**src/rtl/axil_master_fsm_if.sv**
```systemverilog
// AXI-Lite bus bundle between the command-driven master and a single slave.
interface axil_master_fsm_if;
    logic        AWVALID;
    logic        AWREADY;
    logic [31:0] AWADDR;
    logic        WVALID;
    logic        WREADY;
    logic [31:0] WDATA;
    logic        BVALID;
    logic [1:0]  BRESP;
    logic        BREADY;
    logic        ARVALID;
    logic        ARREADY;
    logic [31:0] ARADDR;
    logic        RVALID;
    logic [31:0] RDATA;
    logic [1:0]  RRESP;
    logic        RREADY;

    modport master (
        output AWVALID, AWADDR, input AWREADY,
        output WVALID, WDATA, input WREADY,
        input  BVALID, BRESP, output BREADY,
        output ARVALID, ARADDR, input ARREADY,
        input  RVALID, RDATA, RRESP, output RREADY
    );

    modport slave (
        input  AWVALID, AWADDR, output AWREADY,
        input  WVALID, WDATA, output WREADY,
        output BVALID, BRESP, input BREADY,
        input  ARVALID, ARADDR, output ARREADY,
        output RVALID, RDATA, RRESP, input RREADY
    );
endinterface

```
**src/rtl/axil_master_fsm.sv**
```systemverilog
// Single-outstanding AXI-Lite master: turns one command into one AXI read or
// write transaction and returns a response, aborting any channel wait that
// lasts TIMEOUT cycles.
module axil_master_fsm #(
    parameter int unsigned TIMEOUT = 256
) (
    input  logic              ACLK,
    input  logic              ARESET,
    input  logic              cmd_valid,
    output logic              cmd_ready,
    input  logic              cmd_write,
    input  logic [31:0]       cmd_addr,
    input  logic [31:0]       cmd_wdata,
    output logic              rsp_valid,
    input  logic              rsp_ready,
    output logic [31:0]       rsp_rdata,
    output logic [1:0]        rsp_resp,
    output logic              rsp_timeout,
    axil_master_fsm_if.master axi
);
    // One spare bit so the counter never wraps while sitting in DONE.
    localparam int unsigned     CntW    = $clog2(TIMEOUT) + 1;
    localparam logic [CntW-1:0] CntLast = CntW'(TIMEOUT - 1);

    typedef enum logic [2:0] {StIdle, StWrite, StWresp, StRead, StRdata, StDone} state_e;

    state_e          state_q, state_d;
    logic [31:0]     addr_q, wdata_q, rdata_q;
    logic [1:0]      resp_q;
    logic            timeout_q;
    logic            aw_done_q, w_done_q;
    logic [CntW-1:0] cnt_q;

    logic aw_vld, w_vld, ar_vld, b_rdy, r_rdy;
    logic cmd_hs, aw_hs, w_hs, b_hs, ar_hs, r_hs, any_hs;
    logic waiting, expire;

    // VALID/READY are pure functions of registered state, never of the peer READY/VALID.
    assign aw_vld  = (state_q == StWrite) && !aw_done_q;
    assign w_vld   = (state_q == StWrite) && !w_done_q;
    assign ar_vld  = (state_q == StRead);
    assign b_rdy   = (state_q == StWresp);
    assign r_rdy   = (state_q == StRdata);

    assign cmd_hs  = cmd_valid && (state_q == StIdle);
    assign aw_hs   = aw_vld && axi.AWREADY;
    assign w_hs    = w_vld && axi.WREADY;
    assign b_hs    = b_rdy && axi.BVALID;
    assign ar_hs   = ar_vld && axi.ARREADY;
    assign r_hs    = r_rdy && axi.RVALID;
    assign any_hs  = aw_hs | w_hs | b_hs | ar_hs | r_hs;

    assign waiting = (state_q == StWrite) || (state_q == StWresp) ||
                     (state_q == StRead)  || (state_q == StRdata);
    // A handshake in the last allowed cycle takes priority over the abort.
    assign expire  = waiting && !any_hs && (cnt_q == CntLast);

    // State register.
    always_ff @(posedge ACLK) begin
        if (ARESET) begin
            state_q <= StIdle;
        end else begin
            state_q <= state_d;
        end
    end

    // Next-state decode.
    always_comb begin
        state_d = state_q;
        unique case (state_q)
            StIdle: begin
                if (cmd_valid) state_d = cmd_write ? StWrite : StRead;
            end
            StWrite: begin
                if ((aw_done_q || aw_hs) && (w_done_q || w_hs)) state_d = StWresp;
                else if (expire)                                 state_d = StDone;
            end
            StWresp: begin
                if (b_hs || expire) state_d = StDone;
            end
            StRead: begin
                if (ar_hs)       state_d = StRdata;
                else if (expire) state_d = StDone;
            end
            StRdata: begin
                if (r_hs || expire) state_d = StDone;
            end
            StDone: begin
                if (rsp_ready) state_d = StIdle;
            end
            default: state_d = StIdle;
        endcase
    end

    // Command latch, per-channel done flags, timeout counter and response capture.
    always_ff @(posedge ACLK) begin
        if (ARESET) begin
            addr_q    <= 32'h0;
            wdata_q   <= 32'h0;
            rdata_q   <= 32'h0;
            resp_q    <= 2'b00;
            timeout_q <= 1'b0;
            aw_done_q <= 1'b0;
            w_done_q  <= 1'b0;
            cnt_q     <= '0;
        end else if (cmd_hs) begin
            addr_q    <= cmd_addr;
            wdata_q   <= cmd_write ? cmd_wdata : 32'h0;
            rdata_q   <= 32'h0;
            resp_q    <= 2'b00;
            timeout_q <= 1'b0;
            aw_done_q <= 1'b0;
            w_done_q  <= 1'b0;
            cnt_q     <= '0;
        end else begin
            if (aw_hs) aw_done_q <= 1'b1;
            if (w_hs)  w_done_q  <= 1'b1;
            if (any_hs) begin
                cnt_q <= '0;
            end else if (waiting) begin
                cnt_q <= cnt_q + CntW'(1);
            end
            if (b_hs) resp_q <= axi.BRESP;
            if (r_hs) begin
                rdata_q <= axi.RDATA;
                resp_q  <= axi.RRESP;
            end
            if (expire) begin
                rdata_q   <= 32'h0;
                resp_q    <= 2'b10;
                timeout_q <= 1'b1;
            end
        end
    end

    // Output drive.
    always_comb begin
        cmd_ready   = (state_q == StIdle);
        rsp_valid   = (state_q == StDone);
        rsp_rdata   = rdata_q;
        rsp_resp    = resp_q;
        rsp_timeout = timeout_q;
        axi.AWVALID = aw_vld;
        axi.AWADDR  = addr_q;
        axi.WVALID  = w_vld;
        axi.WDATA   = wdata_q;
        axi.BREADY  = b_rdy;
        axi.ARVALID = ar_vld;
        axi.ARADDR  = addr_q;
        axi.RREADY  = r_rdy;
    end
endmodule
```
**src/flat_wrapper.sv**
```systemverilog
// flat-port wrapper written by rule: the top's interface ports become plain ports
module axil_master_fsm_flat 
#(
    parameter int unsigned TIMEOUT = 256
)
  (ACLK, ARESET, cmd_valid, cmd_ready, cmd_write, cmd_addr, cmd_wdata, rsp_valid, rsp_ready, rsp_rdata, rsp_resp, rsp_timeout, axi_AWVALID, axi_AWADDR, axi_AWREADY, axi_WVALID, axi_WDATA, axi_WREADY, axi_BVALID, axi_BRESP, axi_BREADY, axi_ARVALID, axi_ARADDR, axi_ARREADY, axi_RVALID, axi_RDATA, axi_RRESP, axi_RREADY);
  axil_master_fsm_if axi_i ();
  input  logic ACLK;
  input  logic ARESET;
  input  logic cmd_valid;
  output logic cmd_ready;
  input  logic cmd_write;
  input  logic [31:0] cmd_addr;
  input  logic [31:0] cmd_wdata;
  output logic rsp_valid;
  input  logic rsp_ready;
  output logic [31:0] rsp_rdata;
  output logic [1:0] rsp_resp;
  output logic rsp_timeout;
  output wire logic [$bits(axi_i.AWVALID)-1:0] axi_AWVALID;
  output wire logic [$bits(axi_i.AWADDR)-1:0] axi_AWADDR;
  input wire logic [$bits(axi_i.AWREADY)-1:0] axi_AWREADY;
  output wire logic [$bits(axi_i.WVALID)-1:0] axi_WVALID;
  output wire logic [$bits(axi_i.WDATA)-1:0] axi_WDATA;
  input wire logic [$bits(axi_i.WREADY)-1:0] axi_WREADY;
  input wire logic [$bits(axi_i.BVALID)-1:0] axi_BVALID;
  input wire logic [$bits(axi_i.BRESP)-1:0] axi_BRESP;
  output wire logic [$bits(axi_i.BREADY)-1:0] axi_BREADY;
  output wire logic [$bits(axi_i.ARVALID)-1:0] axi_ARVALID;
  output wire logic [$bits(axi_i.ARADDR)-1:0] axi_ARADDR;
  input wire logic [$bits(axi_i.ARREADY)-1:0] axi_ARREADY;
  input wire logic [$bits(axi_i.RVALID)-1:0] axi_RVALID;
  input wire logic [$bits(axi_i.RDATA)-1:0] axi_RDATA;
  input wire logic [$bits(axi_i.RRESP)-1:0] axi_RRESP;
  output wire logic [$bits(axi_i.RREADY)-1:0] axi_RREADY;
  assign axi_AWVALID = axi_i.AWVALID;
  assign axi_AWADDR = axi_i.AWADDR;
  assign axi_i.AWREADY = axi_AWREADY;
  assign axi_WVALID = axi_i.WVALID;
  assign axi_WDATA = axi_i.WDATA;
  assign axi_i.WREADY = axi_WREADY;
  assign axi_i.BVALID = axi_BVALID;
  assign axi_i.BRESP = axi_BRESP;
  assign axi_BREADY = axi_i.BREADY;
  assign axi_ARVALID = axi_i.ARVALID;
  assign axi_ARADDR = axi_i.ARADDR;
  assign axi_i.ARREADY = axi_ARREADY;
  assign axi_i.RVALID = axi_RVALID;
  assign axi_i.RDATA = axi_RDATA;
  assign axi_i.RRESP = axi_RRESP;
  assign axi_RREADY = axi_i.RREADY;
  axil_master_fsm #(.TIMEOUT(TIMEOUT)) u_core (.ACLK(ACLK), .ARESET(ARESET), .cmd_valid(cmd_valid), .cmd_ready(cmd_ready), .cmd_write(cmd_write), .cmd_addr(cmd_addr), .cmd_wdata(cmd_wdata), .rsp_valid(rsp_valid), .rsp_ready(rsp_ready), .rsp_rdata(rsp_rdata), .rsp_resp(rsp_resp), .rsp_timeout(rsp_timeout), .axi(axi_i));
endmodule
```
**config.mk**
```make
export PLATFORM = sky130hd
export DESIGN_NAME = axil_master_fsm_flat
export DESIGN_NICKNAME = d
export VERILOG_FILES = /design/src/rtl/axil_master_fsm_if.sv /design/src/rtl/axil_master_fsm.sv /design/src/flat_wrapper.sv
export SDC_FILE = /design/constraint.sdc
export NUM_CORES = 1
export LEC_CHECK = 0
export BUFFER_PORTS_ARGS = -buffer_cell sky130_fd_sc_hd__buf_2
export CAP_MARGIN = 20
export CORE_MARGIN = 2
export CORE_UTILIZATION = 47
export DETAILED_ROUTE_END_ITERATION = 10
export GPL_TIMING_DRIVEN = 0
export HOLD_SLACK_MARGIN = 0.03
export MAX_ROUTING_LAYER = met4
export PLACE_DENSITY = 0.84
export SLEW_MARGIN = 40
export SYNTH_ARGS = -nofsm -noshare
export SYNTH_HDL_FRONTEND = slang
export SYNTH_SLANG_ARGS = --single-unit
```
**constraint.sdc**
```tcl
create_clock -name ACLK -period 4.6 [get_ports ACLK]
set_clock_uncertainty 0.05 [all_clocks]
set_input_delay 1.38 -clock ACLK [delete_from_list [all_inputs] [get_ports ACLK]]
set_output_delay 1.38 -clock ACLK [all_outputs]
set_load 0.02 [all_outputs]
```
# Word level (Yosys, flattened, before mapping)
# Index checks and enable logic that the tools add are counted.
[word_totals]
output_inout_bits = 138
reg_bits = 113
in_bits = 110
[op_classes]
reduce_logical = 28
n_addsub = 1
eq_ne = 10
mux = 13
bitwise = 4
[ops]
columns = ["op", "n"]
rows = [
  ["32-bit two-way mux", 1],
  ["3-bit two-way mux", 7],
  ["3-bit case mux with 6 select lines", 1],
  ["1-bit logical AND", 11],
  ["9-bit by 1-bit adder with 9-bit output, second input constant", 1],
  ["9-bit by 8-bit == test with 1-bit output, second input constant", 1],
  ["2-bit two-way mux", 4],
  ["1-bit logical OR", 7],
  ["3-bit by 2-bit == test with 1-bit output, second input constant", 2],
  ["3-bit == test, second input constant", 2],
  ["2-bit != test, second input constant", 3],
  ["3-bit OR reduction", 2],
  ["1-bit OR", 4],
  ["4-bit AND reduction", 1],
  ["3-bit by 1-bit == test with 1-bit output, second input constant", 1],
  ["1-bit zero test", 3],
  ["3-bit zero test", 1],
  ["3-bit nonzero test", 1],
  ["2-bit by 1-bit != test with 1-bit output, second input constant", 1],
  ["2-bit nonzero test", 1],
  ["2-bit OR reduction", 1],
]

# Longest topological paths before layout
[logic_depth]
word_depth = 13
ltp_mapped = 10
ltp_nobuf = 9

# Worst setup path before layout
# Ideal clock, no wire load.
[synth_timing]
path_type = "input to register"
start = "in axi_BVALID"
end = "reg u_core.state_q[2]"
t_arrival_ps = 2500
stages = 5
path_buffers = 0
setup_slack_ps = 1913
path_cell_list = "mux2_4 -> a211oi_4 -> a31oi_1 -> nor4bb_1 -> a211oi_1"
[synth_via]
elab_chain_cells = 10
[synth_lines]
columns = ["item", "line", "text"]
rows = [
  ["from (decl)", "flat_wrapper.sv:26", "input wire logic [$bits(axi_i.BVALID)-1:0] axi_BVALID;"],
  ["1-bit logical AND (*)", "axil_master_fsm.sv:48", "assign b_hs = b_rdy && axi.BVALID;"],
  ["1-bit OR (3 in a row)", "axil_master_fsm.sv:51", "assign any_hs = aw_hs | w_hs | b_hs | ar_hs | r_hs;"],
  ["1-bit zero test", "axil_master_fsm.sv:56", "assign expire = waiting && !any_hs && (cnt_q == CntLast);"],
  ["1-bit logical AND (2 in a row)", "axil_master_fsm.sv:56", ""],
  ["3-bit two-way mux, or another cell as far along (2 in a row)", "--", ""],
  ["3-bit case mux with 6 select lines / 4-bit AND reduction (equally long branches)", "--", ""],
  ["to (signal assigned)", "axil_master_fsm.sv:61", "state_q <= StIdle;"],
  ["to (signal assigned)", "axil_master_fsm.sv:63", "state_q <= state_d;"],
  ["to (decl)", "axil_master_fsm.sv:27", "state_e state_q, state_d;"],
]
# Every way passes the cells marked *; elsewhere a longest branch is shown, timed or not.
# A chain may end at the register's enable or synchronous reset.

# Final worst setup path
[layout_timing]
start = "reg u_core.state_q[1]"
end = "out axi_ARVALID"
[layout_via]
elab_chain_cells = 1
[layout_lines]
columns = ["item", "line", "text"]
rows = [
  ["3-bit by 2-bit == test with 1-bit output", "axil_master_fsm.sv:41", "assign ar_vld = (state_q == StRead);"],
  ["to (decl)", "flat_wrapper.sv:29", "output wire logic [$bits(axi_i.ARVALID)-1:0] axi_ARVALID;"],
]
# Every way passes these cells.

==> impl_metrics.tcl <==
set metrics [dict create \
    place.gp.congestion 0.8849 \
    grt_pass1_wl_mm 18.56 \
    die_h_microns 100.9 \
    viasPerCell 4.882 \
    cts_tree "done" \
    slowest_delay_ns 0.44 \
    antenna_cells 0 \
    grt_overflow 0 \
    hold_start "u_core.rsp_rdata[27]$_SDFFE_PP0P_" \
    r2r_slack_ns 2.46 \
    place_inst 860 \
    async_reset_ff_share_pct 0 \
    tightest_slew_ns 0.5448 \
    netlist_instances 502 \
    synthesis.area_sq_um 4414 \
    drt_iter0_drc 174 \
    outcome "completed" \
    root_buffer "clkbuf_8" \
    grt_max_degree 17 \
    cts-buffers-inserted 17 \
    worstHoldPathCells 2 \
    hold_violations 0 \
    irDropWorstVdd_uv 310.5 \
    grt_pass1_vias 4022 \
    io_buffers 247 \
    critPathTopFamily "buffers and inverters" \
    cp_num_buf_inv 3 \
    finalHoldWorstSlack_ns 0.4012 \
    rows 35 \
    htree_levels 4 \
    arrival_ns 1.82 \
    reg2reg_from "u_core.cnt_q[0]$_SDFFE_PP0P_" \
    end_kind "output port" \
    clk_latency_ns 0.50 \
    crit_path_max_fanout 10 \
    fin_nets 880 \
    areaGrowthSynthToFinish_pct 44.78 \
    ant_nets 0 \
    drt-pass1-iter-count 5 \
    rsz0062_at_grt "no" \
    synth_seq_cells 113 \
    drc 0 \
    dp_hpwl_mm 9.224 \
    syn_avg_cell_area_sq_um 8.793 \
    postCtsSetupBuffers 0 \
    fmax_mhz 307.8 \
    dominantRegCellSynth "dfxtp_1" \
    hp-class "reg -> reg" \
    place_ws_ns 1.538 \
    final_max_slew_viol_count 0 \
    p_leak_uw 0.003134 \
    routed_wl_mm 12.14 \
    setup_tns_ns 0 \
    min_to "u_core.rsp_rdata[27]$_SDFFE_PP0P_" \
    startpoint_type "flip-flop" \
    final_cells 892 \
    dieArea_sq_um 10180 \
    r2r-end "u_core.rsp_rdata[30]$_SDFFE_PP0P_" \
    relSlewSlack_pct 63.68 \
    synth_nets 614 \
    cts.sinks 113 \
    finalSetupViolCount 0 \
    synth_edf_count 0 \
    clk_pin_slew_ns 0.06 \
    postLayoutCoreUtil_pct 69.50 \
    clk_path_buf_depth 2 \
    cts_resized 0 \
    cts_hold_buf 0 \
    maxCapViolCount 0 \
    routedWlPerCell_microns 13.60 \
    worst_ep_required_time_ns 3.17 \
    finalCritPeriodShare_pct 70.64 \
    reg2reg_depth 10 \
    drive_above_1_share_pct 43.28 \
    worst_slack_ns 1.351 \
    crit_type "reg -> out" \
    cp_slowest_cell "dfxtp_1" \
    die_w_microns 100.9 \
    cp_cell_sequence "clkbuf_1 > inv_1 > nor2_1 > buf_2" \
    grtUsageTotal_pct 23.63 \
    post_synth_num_cell_types 44 \
    antenna_found_initial 0 \
    pin_count 248 \
    vias 4355 \
    start_util_pct 48.00 \
    coreArea_sq_um 9196 \
    yosysWarnings 0 \
    ys_seq_area_share_pct 51.25 \
    timing.final.crit_period_ns 3.249 \
    powerDensity_nw_per_um2 605.4 \
]
==> per-stage QoR <==
step           power (uW)  area [sq um]
2_1_floorplan        2166          4414
3_3_place_gp         2549          5789
3_5_place_dp         2581          5789
4_1_cts              3899          6391
5_1_grt              4089          6391
6_report             3869          6391
==> worst max-delay path by stage <==
stage | startpoint | to | slack [ns] | depth (start not counted)
after global routing | u_core.state_q[1]$_SDFFE_PP0P_ | axi_AWVALID | 1.23 | 5
after detailed placement | axi_RVALID | u_core.rsp_rdata[30]$_SDFFE_PP0P_ | 1.54 | 8
after CTS | u_core.state_q[1]$_SDFFE_PP0P_ | axi_ARVALID | 1.37 | 4
final | u_core.state_q[1]$_SDFFE_PP0P_ | axi_ARVALID | 1.35 | 4
after floorplan | axi_BVALID | u_core.state_q[2]$_SDFFE_PP0P_ | 1.91 | 5
after global placement | axi_RVALID | u_core.rsp_rdata[6]$_SDFFE_PP0P_ | 1.57 | 8
==> flip-flops by register name, indices dropped and copies added, names as in the netlist <==
name                flops
u_core.axi.ARADDR      32
u_core.axi.WDATA       32
u_core.rsp_rdata       32
u_core.cnt_q            9
u_core.state_q          3
u_core.rsp_resp         2
u_core.aw_done_q        1
u_core.rsp_timeout      1
u_core.w_done_q         1
==> layout by cell type, fill, tap and decap left out, drive strengths merged, types with 3 or more instances in the layout <==
master	instances
xor2	5
clkinv	3
nor2b	4
clkinvlp	4
o21ai	4
dfxtp	113
a22o	32
clkbuf	34
nand3	5
nand4	3
bufinv	3
mux2i	4
buf	295
nand2	137
nor3b	3
nor2	19
a211oi	5
a21oi	71
inv	10
==> power by group <==
group | internal, uW | switching [uW] | leakage, uW
sequential | 1130 | 112 | 0.000918
combinational | 498 | 824 | 0.00193
clock | 855 | 451 | 0.000284
total | 2480 | 1390 | 0.00313
==> cell usage after synthesis, types with 2 or more instances <==
library cell	number	area [sq um]
buf_2	12	60.06
o22ai_1	2	12.51
inv_1	7	26.28
nand2b_1	2	12.51
nand3_2	2	20.02
xnor2_1	2	17.52
nand3_1	3	15.01
nand2_1	136	510.5
nor4bb_1	2	20.02
a22o_1	32	280.3
buf_4	35	262.8
mux2i_1	4	40.04
nor3_1	2	10.01
a22oi_1	2	15.01
dfxtp_1	113	2262
nor2b_1	4	25.02
nand4_1	3	18.77
nor3b_1	2	15.01
ha_1	2	25.02
clkbuf_1	14	52.55
a211oi_1	4	30.03
and3_1	2	12.51
a21oi_1	71	355.3
nor2_1	18	67.56
o21ai_0	3	15.01
xor2_1	5	43.79
==> cell families after synthesis <==
| family | synth area share (%) |
|---|---|
| AOI/OAI and AO/OA | 17.94 |
| xor gates and xnor gates | 1.389 |
| adders and majority gates | 0.5668 |
| buffers and inverters | 9.439 |
| DFF | 51.25 |
| muxes | 1.502 |
| and+or+nand+nor | 17.91 |
==> routing by layer <==
metal | routed length [microns] | share of wire (%) | GRT usage (%) | up-vias
met1 | 4999 | 41 | 26.55 | 1934
met3 | 853 | 7.0 | 5.270 | 25
met2 | 5999 | 49 | 40.46 | 197
met5 | 0 | 0 | - | -
li1 | - | - | - | 2199
met4 | 283 | 2.3 | 9.979 | 0
==> layout make-up <==
cell class	instances	area, sq um
clock inverters	12	156.4
plain buffers	62	386.6
multi-input cells	319	1735
well taps	111	138.9
inverters	8	30.03
fillers	729	2805
repair buffers	247	1236
flip-flops and latches	113	2262
clock buffers	20	445.4
==> worst reg2reg max path: stages, from the launching register on <==
cell and delay (ns):
dfxtp_1 0.35, ha_1 0.23, nand3_1 0.09, nor2_1 0.10, ha_1 0.15, inv_1 0.06
a211oi_4 0.31, nand3_2 0.14, nand2_1 0.22, buf_2 0.25, a21oi_1 0.07
No activity file was read; power rests on OpenSTA's default activity.
